$ cat src/rtl/pb_debounce_pkg.sv
// Shared definitions for the push-button debounce block: channel FSM
// states, counter sizing helper and the default qualification length.
package pb_debounce_pkg;

  // 1 ms at 50 MHz
  localparam int DEBOUNCE_CYCLES_DEF = 50000;

  typedef enum logic [1:0] {
    REL_STABLE = 2'd0,
    PRESS_WAIT = 2'd1,
    PRS_STABLE = 2'd2,
    REL_WAIT   = 2'd3
  } db_state_e;

  // Counter only ever holds 0..cycles-1, so clog2(cycles) bits suffice.
  function automatic int cnt_width(input int cycles);
    return (cycles < 2) ? 1 : $clog2(cycles);
  endfunction

endpackage

$ cat src/rtl/pb_debounce_ch.sv
// One button channel: 2-flop synchroniser, polarity normalisation,
// debounce FSM with qualification counter, press/release pulses and a
// sticky clearable interrupt flop.
// Build option: RELEASE_IRQ_EN -- when defined, accepted releases also
// raise the interrupt; otherwise only presses do.
module pb_debounce_ch
  import pb_debounce_pkg::*;
#(
  parameter int DEBOUNCE_CYCLES = DEBOUNCE_CYCLES_DEF,
  parameter int BTN_ACTIVE_LOW  = 1
) (
  input  logic PCLK,
  input  logic PRESETN,
  input  logic btn_raw,
  input  logic irq_clr,
  output logic btn_clean,
  output logic btn_press,
  output logic btn_release,
  output logic btn_irq
);

  localparam int            CW       = cnt_width(DEBOUNCE_CYCLES);
  localparam logic          REL_LVL  = (BTN_ACTIVE_LOW != 0);
  localparam logic [CW-1:0] CNT_LAST = CW'(DEBOUNCE_CYCLES - 1);

  logic [1:0]    sync_ff;
  logic          sync_q;
  db_state_e     state;
  logic [CW-1:0] cnt;
  logic          cnt_done;
  logic          press_evt;
  logic          rel_evt;
  logic          irq_set;

  // Synchroniser idles at the released pad level so reset never looks like a press
  always_ff @(posedge PCLK or negedge PRESETN) begin
    if (!PRESETN) sync_ff <= {REL_LVL, REL_LVL};
    else          sync_ff <= {sync_ff[0], btn_raw};
  end

  // 1 = pressed regardless of pad polarity
  assign sync_q    = sync_ff[1] ^ REL_LVL;
  assign cnt_done  = (cnt == CNT_LAST);
  assign press_evt = (state == PRESS_WAIT) &&  sync_q && cnt_done;
  assign rel_evt   = (state == REL_WAIT)   && !sync_q && cnt_done;

`ifdef RELEASE_IRQ_EN
  assign irq_set = press_evt | rel_evt;
`else
  assign irq_set = press_evt;
`endif

  // Debounce FSM; all outputs registered, set beats clear on the irq flop
  always_ff @(posedge PCLK or negedge PRESETN) begin
    if (!PRESETN) begin
      state       <= REL_STABLE;
      cnt         <= '0;
      btn_clean   <= 1'b0;
      btn_press   <= 1'b0;
      btn_release <= 1'b0;
      btn_irq     <= 1'b0;
    end else begin
      btn_press   <= press_evt;
      btn_release <= rel_evt;
      btn_irq     <= irq_set | (btn_irq & ~irq_clr);
      case (state)
        REL_STABLE: begin
          if (sync_q) begin
            state <= PRESS_WAIT;
            cnt   <= CW'(1);
          end
        end
        PRESS_WAIT: begin
          if (!sync_q) begin
            state <= REL_STABLE;
            cnt   <= '0;
          end else if (cnt_done) begin
            state     <= PRS_STABLE;
            cnt       <= '0;
            btn_clean <= 1'b1;
          end else begin
            cnt <= cnt + CW'(1);
          end
        end
        PRS_STABLE: begin
          if (!sync_q) begin
            state <= REL_WAIT;
            cnt   <= CW'(1);
          end
        end
        REL_WAIT: begin
          if (sync_q) begin
            state <= PRS_STABLE;
            cnt   <= '0;
          end else if (cnt_done) begin
            state     <= REL_STABLE;
            cnt       <= '0;
            btn_clean <= 1'b0;
          end else begin
            cnt <= cnt + CW'(1);
          end
        end
        default: begin
          state <= REL_STABLE;
          cnt   <= '0;
        end
      endcase
    end
  end

endmodule

$ cat src/rtl/pb_debounce_irq.sv
// Push-button conditioning ahead of the basic I/O APB peripheral: one
// independent synchronise/debounce/irq channel per button pad.
// Build option: RELEASE_IRQ_EN (see pb_debounce_ch) -- releases also
// raise BTN_IRQ when defined.
module pb_debounce_irq
  import pb_debounce_pkg::*;
#(
  parameter int NUM_BTN         = 2,
  parameter int DEBOUNCE_CYCLES = DEBOUNCE_CYCLES_DEF,
  parameter int BTN_ACTIVE_LOW  = 1
) (
  input  logic               PCLK,
  input  logic               PRESETN,
  input  logic [NUM_BTN-1:0] BTN_RAW,
  input  logic [NUM_BTN-1:0] IRQ_CLR,
  output logic [NUM_BTN-1:0] BTN_CLEAN,
  output logic [NUM_BTN-1:0] BTN_PRESS,
  output logic [NUM_BTN-1:0] BTN_RELEASE,
  output logic [NUM_BTN-1:0] BTN_IRQ
);

  // One fully independent channel per button
  for (genvar g = 0; g < NUM_BTN; g++) begin : g_ch
    pb_debounce_ch #(
      .DEBOUNCE_CYCLES (DEBOUNCE_CYCLES),
      .BTN_ACTIVE_LOW  (BTN_ACTIVE_LOW)
    ) u_ch (
      .PCLK        (PCLK),
      .PRESETN     (PRESETN),
      .btn_raw     (BTN_RAW[g]),
      .irq_clr     (IRQ_CLR[g]),
      .btn_clean   (BTN_CLEAN[g]),
      .btn_press   (BTN_PRESS[g]),
      .btn_release (BTN_RELEASE[g]),
      .btn_irq     (BTN_IRQ[g])
    );
  end

endmodule

$ cat config.mk
export PLATFORM = sky130hd
export DESIGN_NAME = pb_debounce_irq
export DESIGN_NICKNAME = d
export VERILOG_FILES = /design/src/rtl/pb_debounce_pkg.sv /design/src/rtl/pb_debounce_ch.sv /design/src/rtl/pb_debounce_irq.sv
export SDC_FILE = /design/constraint.sdc
export NUM_CORES = 1
export LEC_CHECK = 0
export CAP_MARGIN = 20
export CORE_ASPECT_RATIO = 0.75
export CORE_MARGIN = 4
export CORE_UTILIZATION = 25
export CTS_CLUSTER_SIZE = 8
export DETAILED_ROUTE_END_ITERATION = 7
export DONT_BUFFER_PORTS = 1
export GPL_TIMING_DRIVEN = 0
export PLACE_DENSITY = 0.47
export SLEW_MARGIN = 20
export SYNTH_ARGS = -nofsm -noshare
export SYNTH_HDL_FRONTEND = slang
export SYNTH_SLANG_ARGS = --single-unit
$ cat constraint.sdc
create_clock -name PCLK -period 4.88 [get_ports PCLK]
set_input_delay 0.976 -clock PCLK [delete_from_list [all_inputs] [get_ports PCLK]]
set_output_delay 0.976 -clock PCLK [all_outputs]
set_load 0.01 [all_outputs]
**Word level (Yosys, flattened, before mapping)**

Cells that the tools add are included.

- Add/sub/neg operators: 2
- Eq/ne operators: 24
- Mux-type cells: 36
- Bitwise gates (word level): 8
- Reduce and logical (&&, ||, !) cells: 18

Operator list:

| kind | count |
|---|---|
| 16-bit two-way mux | 10 |
| 16-bit one-hot mux with 4 select lines | 2 |
| 16-bit by 1-bit adder with 16-bit output, second input constant | 2 |
| 16-bit == test, second input constant | 2 |
| 2-bit two-way mux | 12 |
| 2-bit by 1-bit inequality test with 1-bit output, second input constant | 8 |
| 2-bit one-hot mux with 4 select lines | 2 |
| 5-bit AND reduction | 2 |
| 2-bit == test, second input constant | 4 |
| 1-bit logical AND | 8 |
| 1-bit two-way mux | 8 |
| 2-bit inequality test, second input constant | 4 |
| 4-bit AND reduction | 2 |
| 3-bit by 1-bit inequality test with 1-bit output, second input constant | 2 |
| 3-bit inequality test, second input constant | 2 |
| 2-bit by 1-bit == test with 1-bit output, second input constant | 2 |
| 2-bit logical NOT | 2 |
| 1-bit NOT | 4 |
| 1-bit one-hot mux with 2 select lines | 2 |
| 2-bit AND reduction | 2 |
| 2-bit nonzero test | 2 |
| 1-bit AND | 2 |
| 1-bit OR | 2 |

- Register bits after elaboration: 48
- Output and inout bits: 8

**Depth between registers and ports, before layout**

- Word-level depth: 4
- Depth in mapped cells: 7
- Mapped depth without buffers: 6

**Cells and area by module**

From an unflattened synthesis, not the netlist that was laid out.

- Cells, all modules: 246
- Area total of the unflattened synthesis: 2399.8 um^2

By module, submodules not included:

| module | times used | cells an instance | area each (um^2) | sequential area each (um^2) |
|---|---|---|---|---|
| pb_debounce_ch | 2 | 123 | 1199.9 | 603.1 |

**Worst setup path after synthesis**

Ideal clock, no wire load.

- Kind: register to register
- Start: reg g_ch[1].u_ch.cnt[11]
- End: reg g_ch[1].u_ch.cnt[7]
- Library setup time: 0.121 ns
- Data arrival time: 1.852 ns
- Slack: 2.907 ns
- Stages on the path, launching flop included: 7
- Period minus slack after synthesis: 1.973 ns
- Path through: dfrtp_1 > buf_6 > or4b_4 > nor4_4 > nor2_2 > a21o_1 > a22o_1

- Longest elaborated chain between the ends: 4
- Elaborated cells on any way between the ends: 5

Ends and longest elaborated chain:

| element | line | source |
|---|---|---|
| start, declared | pb_debounce_ch.sv:29 | `logic [CW-1:0] cnt;` |
| start signal, assigned | pb_debounce_ch.sv:82 | `cnt <= cnt + CW'(1);` |
| start signal, assigned | pb_debounce_ch.sv:100 | `cnt <= cnt + CW'(1);` |
| 16-bit == test (*) | pb_debounce_ch.sv:43 | `assign cnt_done = (cnt == CNT_LAST);` |
| 16-bit two-way mux (*) | pb_debounce_ch.sv:77, pb_debounce_ch.sv:95 |  |
| 16-bit two-way mux, on equally long branches | pb_debounce_ch.sv:92, pb_debounce_ch.sv:74 |  |
| 16-bit one-hot mux with 4 select lines (*) | pb_debounce_ch.sv:66 | `case (state)` |

Every way passes the cells marked *; elsewhere a longest branch is shown, timed or not.
A chain may end at the register's enable or synchronous reset.

**Worst setup path in the final report**

- Start: reg g_ch[0].u_ch.cnt[0]
- End: reg g_ch[0].u_ch.cnt[5]

- Longest elaborated chain between the ends: 4
- Elaborated cells on any way between the ends: 6

Ends and longest elaborated chain:

| element | line |
|---|---|
| start, declared | pb_debounce_ch.sv:29 |
| start signal, assigned | pb_debounce_ch.sv:82 |
| start signal, assigned | pb_debounce_ch.sv:100 |
| 16-bit by 1-bit adder with 16-bit output or 16-bit == test (tied branches) | pb_debounce_ch.sv:82, pb_debounce_ch.sv:100, pb_debounce_ch.sv:43 |
| 16-bit two-way mux (*) | pb_debounce_ch.sv:77, pb_debounce_ch.sv:95 |
| 16-bit two-way mux, on equally long branches | pb_debounce_ch.sv:92, pb_debounce_ch.sv:74 |
| 16-bit one-hot mux with 4 select lines (*) | pb_debounce_ch.sv:66 |

Marked as above.

==> run_results.csv <==
group,metric,value,unit
layout,antenna-diode-count,0,
timing,drv_slew,0,
power,power,882,µW
logic_synthesis,synth.top_cell.area_share,44.6,%
placement,portBuffers,0,
drt,finalWirelength,5570,µm
setup_path,r2r_cells,7,
logic_synthesis,syn_area,2470,µm²
floorplanning,ioPinCount,14,
drt,wl_met2,2270,µm
power,p_leak,1.21,nW
hold_path,hold_class,"reg2reg",
logic_synthesis,seq_area_frac_synth,48.9,%
setup_path,critPathLaunchType,"register",
floorplanning,dieHeight,94.0,µm
clock_network,cts_inserted_buffers,5,
clock_network,cts_root_buffer,"clkbuf_16",
global_route,grt_max_degree,49,
drt,vias,2025,
logic_synthesis,synth_top_family_by_area,"simple AND/OR/NAND/NOR gates",
global_route,grt_pass1_wl,9660,µm
outcome,outcome,"completed",
timing,finalClockSkew,0.00650,ns
setup_path,r2r_end,"g_ch[0].u_ch.cnt[5]",
clock_network,clkLatencyLatePin,0.29,ns
logic_synthesis,ys_seq_elements,48,
setup_path,crit_arrival,2.51,ns
timing,timing.hold.ws,0.357,ns
hold_path,min_path_cells,0,
logic_synthesis,synth.area.mux_share,1.27,%
global_route,grt_overflow,0,
timing,worst_slew_pin_slew,0.648,ns
drt,final_antenna_net_count,0,
floorplanning,num_rows,31,
drt,wl_per_cell,13.9,µm
layout,utilization,29.1,%
floorplanning,initial_core_util,25.5,%
timing,setup_viol,0,
clock_network,cts_tree,"done",
clock_network,cts_max_level,2,
clock_network,clock_path_buffers,2,
logic_synthesis,synth.area.top_cells,"dfrtp_1 45%, a31oi_1 5.8%, nand2_1 4.7%",
floorplanning,core_region_area,9660,µm²
setup_path,worstSetupPathType,"reg2reg",
logic_synthesis,synth_cells,261,
setup_path,timing.rr.start,"g_ch[0].u_ch.cnt[0]",
layout,nets,276,
drt,drc_errors,0,
floorplanning,dieArea,11500,µm²
hold_path,worstHoldStart,"g_ch[0].u_ch.sync_ff[0]",
timing,finalHoldViolations,0,
clock_network,cts_hold_buf,0,
logic_synthesis,synth_fa_ha_area_share,1.01,%
setup_path,startpoint,"g_ch[0].u_ch.cnt[0]",
drt,wl_met1,3010,µm
setup_path,critPathMaxFanout,10,
drt,routed-wl-met3,250,µm
clock_network,cts_sinks,48,
global_route,grt_pass1_vias,1903,
timing,fmax,433,MHz
logic_synthesis,synth.distinct_cells,39,
timing,finalSetupTns,0,ns
layout,area_growth,14.1,%
layout,drive_gt1_share,11.2,%
drt,routed_via_density,5.05,
power,vdd.ir_drop.worst,0.139,mV
timing,rsz0062_at_grt,"no",
drt,routed.top_layer,"met4",
setup_path,crit_path_end_kind,"register",
global_route,antenna_found_initial,0,
floorplanning,die_x,123,µm
placement,place_hpwl,3810,µm
placement,globalplace.congestion,0.807,
logic_synthesis,yosys.area_share.xor_xnor,1.06,%
drt,drtPass1Iterations,4,
clock_network,cts_resized,0,
placement,preCtsSetupSlack,2.58,ns
setup_path,rrSetupSlack,2.57,ns
logic_synthesis,syn_avg_cell_area,9.45,µm²
timing,setup_ws,2.57,ns
logic_synthesis,synth-compound-area-share,19.0,%
drt,first_iter_violations,128,
clock_network,post_cts.repair.setup_buffers,0,
setup_path,crit_required,5.08,ns
global_route,gr-usage-all-layers,10.5,%
clock_network,path_clk_slew,0.07,ns
hold_path,min_to,"g_ch[0].u_ch.sync_ff[1]",
flow_run,cap_violations,0,
timing,finalCriticalPeriod,2.31,ns
timing,min_period_over_period,47.3,%
logic_synthesis,yosys_warnings,0,
power,power_per_cell_area,313,nW/µm²
timing,maxSlewHeadroom,56.6,%
logic_synthesis,yosysTopAreaCell,"dfrtp_1",
logic_synthesis,synthSimpleGateAreaFrac,23.0,%
logic_synthesis,synth_nets,269,
## flip-flops by register name (all words and copies together), names as in the netlist, named ones only
register and flops:
g_ch.u_ch.btn_clean 2, g_ch.u_ch.btn_irq 2, g_ch.u_ch.btn_press 2, g_ch.u_ch.btn_release 2
g_ch.u_ch.cnt 32, g_ch.u_ch.state 2, g_ch.u_ch.sync_ff 4
## stage by stage
stage	area (µm²)	cells
after detailed placement	2630	393
after global routing	2820	401
after CTS	2820	401
after global placement	2630	393
final	2820	401
after floorplan	2470	261
## Yosys cell counts
cell type,instances
or4_1,2
a21boi_0,2
xnor2_1,2
dfstp_2,4
a31oi_1,23
o21ai_0,12
buf_4,9
nor4b_1,2
and4_1,4
nor2_1,19
nor4bb_1,2
or4b_4,1
a21oi_1,17
a22o_1,5
a41oi_1,6
or3_1,2
buf_6,2
or2_2,1
inv_1,6
and3_1,4
mux2_2,1
a21o_1,6
nor2_2,1
nand3_1,18
o31ai_1,1
o21a_1,1
nand2b_1,1
nand2_1,31
ha_1,2
nand4_1,7
nor3_1,9
nor4_4,1
xor2_1,1
clkbuf_1,5
buf_2,2
a211o_1,1
dfrtp_1,44
or4bb_1,2
mux2i_1,2
## cells by family (layout without fill, tap and decap cells)
kind of cell | Yosys count | in the layout
buffers and inverters | 24 | 32
adder cells (fa/ha/maj) | 2 | 2
AND/OR/NAND/NOR | 107 | 107
flip-flops | 48 | 48
XOR/XNOR | 3 | 3
multiplexers | 3 | 3
AO/OA/AOI/OAI | 74 | 74
## worst max path at each step
stage,endpoint,slack [ns],depth (start not counted)
floorplan,g_ch[1].u_ch.cnt[7],2.91,6
global placement,g_ch[0].u_ch.cnt[8],2.56,7
detailed placement,g_ch[0].u_ch.cnt[11],2.58,7
CTS,g_ch[0].u_ch.cnt[6],2.58,7
global route,g_ch[0].u_ch.cnt[6],2.38,7
finish,g_ch[0].u_ch.cnt[5],2.57,7
## report_power, final
part	switching (mW)	total, mW	internal [mW]
combinational	0.0228	0.0384	0.0156
sequential	0.0135	0.423	0.410
clock	0.150	0.420	0.270
total	0.186	0.882	0.695
## per-layer routing
metal  GRT usage, %  vias to the layer above
met5              0                        -
met4           3.08                        0
met3           2.41                        2
met2           14.5                       59
met1           16.2                      987
li1               -                      977
## cell usage in the layout, fill, tap and decap left out, types with 4 or more instances in the layout
cell	count
dfrtp_1	44
nand2_1	31
a31oi_1	23
nor2_1	19
nand3_1	18
a21oi_1	17
o21ai_0	12
nor3_1	9
buf_4	9
nand4_1	7
inv_1	6
a21o_1	6
a41oi_1	6
clkbuf_1	5
a22o_1	5
clkbuf_16	5
and3_1	4
and4_1	4
dfstp_2	4
## critical path, cell delays in order (launching register included)
cell and delay, ns:
dfrtp_1 0.42, ha_1 0.26, and3_1 0.22, and4_1 0.20, nor2_1 0.51, buf_2 0.33, o21ai_0 0.11, a31oi_1 0.18
## area by class of cell
type                            instances  area [µm²]
Buffer                                 18         119
Clock buffer                            7         153
Clock inverter                          1        30.0
Fill cell                            1016        6840
Inverter                                6        22.5
Multi-Input combinational cell        189        1120
Sequential cell                        48        1210
Tap cell                              132         165
Note: power is estimated with default switching activity, not from simulation.
==> RTL edit: new RTL, same flow settings <==
Build with the macro `RELEASE_IRQ_EN` defined.
--- a/src/rtl/pb_debounce_ch.sv
+++ b/src/rtl/pb_debounce_ch.sv
@@ -3,6 +3,8 @@
 // sticky clearable interrupt flop.
 // Build option: RELEASE_IRQ_EN -- when defined, accepted releases also
 // raise the interrupt; otherwise only presses do.
+`define RELEASE_IRQ_EN
+
 module pb_debounce_ch
   import pb_debounce_pkg::*;
 #(
Function: no difference found for any inputs over 10 cycles, from zero or initial values and one cycle with PRESETN low; that may be too few to reach the edited logic, so the function may still have changed.
==> RTL edit against the original RTL <==
Cell area fell by 2.6%. Sequential cell count unchanged. First-iteration DRC count rose by 20%. Wire length increased by 0.31%. Worst setup slack worse by 200 ps. Synthesized area down 1.6%. Global-route usage is 0.16 points lower. Maximum frequency fell by 8.1%. Via count is 4.8% lower. Utilization grew 0.43 points. Critical path type unchanged. Critical endpoint is now g_ch[0].u_ch.cnt[10]. Largest cell class unchanged.
Power is not compared: it rests on default switching activity, and its combinational part moved more than twofold at a synthesized area within 25%.
==> RTL edit: results (changes against the original RTL) <==
Outcome = finished clean
Share of layout cells above drive strength 1 = 10.6% (-0.59 points)
Worst r2r path cells = 8 (+1)
Worst Skew = 3.94 ps (-2.57 ps)
Vias in the first global route = 1784 (-6.3%)
Sequential element share of the synthesized area = 49.7% (+0.78 points)
NumNets Final = 272 (-1.4%)
GRT Overall Usage = 10.4% (-0.16 points)
Hold Startpoint = g_ch[1].u_ch.sync_ff[0]
Routed wl met2 = 2150 um (-5.2%)
Global-route wire length before repair = 9380 um (-2.9%)
P&R area growth vs syn = 12.9%
Post-detail-place hpwl = 3790 um (-0.38%)
Max_slew headroom = 58.0% (+1.4 points)
Clock-cell share = 5.61% (-0.88 points)
Multi-input gates = 185 (-2.1%)
Pre-CTS WS = 2350 ps (-233 ps)
Multi-input combinational area share = 39.7% (-0.042 points)
Worst flop-to-flop path endpoint = g_ch[0].u_ch.cnt[10]
Fin Hold WS = 357 ps (+0.271 ps)
Gp weighted congestion = 0.783 (-2.9%)
Placed inst area = 2590 um2 (-1.7%)
DR pass1 iterations = 4 (unchanged)
Clkbuf count = 6 (-1)
Top cells by count, synth = dfrtp_1 (44), o21ai_0 (24), nand2_1 (21), nand3_1 (19), a21oi_1 (16)
Number of fill cells = 977 (-3.8%)
Synthesized instance count = 257 (-1.5%)
Non-clock buffer count = 14 (-4)
Synth area leaders = dfrtp_1 (45%), o21ai_0 (4.9%), dfstp_2 (4.3%)
Detailed-route via count = 1927 (-4.8%)
Initial DRC count = 153 (+20%)
Inverter count = 10 (+4)
Final WL = 5590 um (+0.31%)
Non-Filler Instances = 393 (-2.0%)
Signal buf overhead = 3.47% (-0.76 points)
R2R Setup Slk = 2370 ps (-200 ps)
CP max stage delay = 440 ps (-70 ps)
M1 wire length = 3130 um (+4.2%)
Critical Path Slowest Stage Cell = clkbuf_1
[RTL edit: cell count changes in the layout (fill, tap and decap cells not counted), sizes merged, moves of 3 or more]
| cell | delta |
|---|---|
| or3 | +6 |
| a31oi | -14 |
| o21ai | +12 |
| inv | +4 |
| nor2 | -4 |
| a41oi | -5 |
| nor4 | +4 |
| a21o | -3 |
| nor3 | +4 |
| nand2 | -10 |
| clkbuf | -4 |
[RTL edit: layer usage]
metal | global-route usage (%) | up-vias
met1 | 16.3 | 922
met2 | 13.3 | 42
met3 | 2.72 | 4
li1 | - | 959
met5 | 0 | -
met4 | 3.54 | 0
[RTL edit: kinds of logic after synthesis]
logic type / after synthesis / share of synthesized area [%]
flip-flops: 48 / 49.7
adder cells (fa/ha/maj): 2 / 1.03
buffers and inverters: 24 / 5.46
XOR/XNOR: 5 / 1.80
AND/OR/NAND/NOR: 108 / 24.6
AO/OA/AOI/OAI: 68 / 16.6
multiplexers: 2 / 0.824
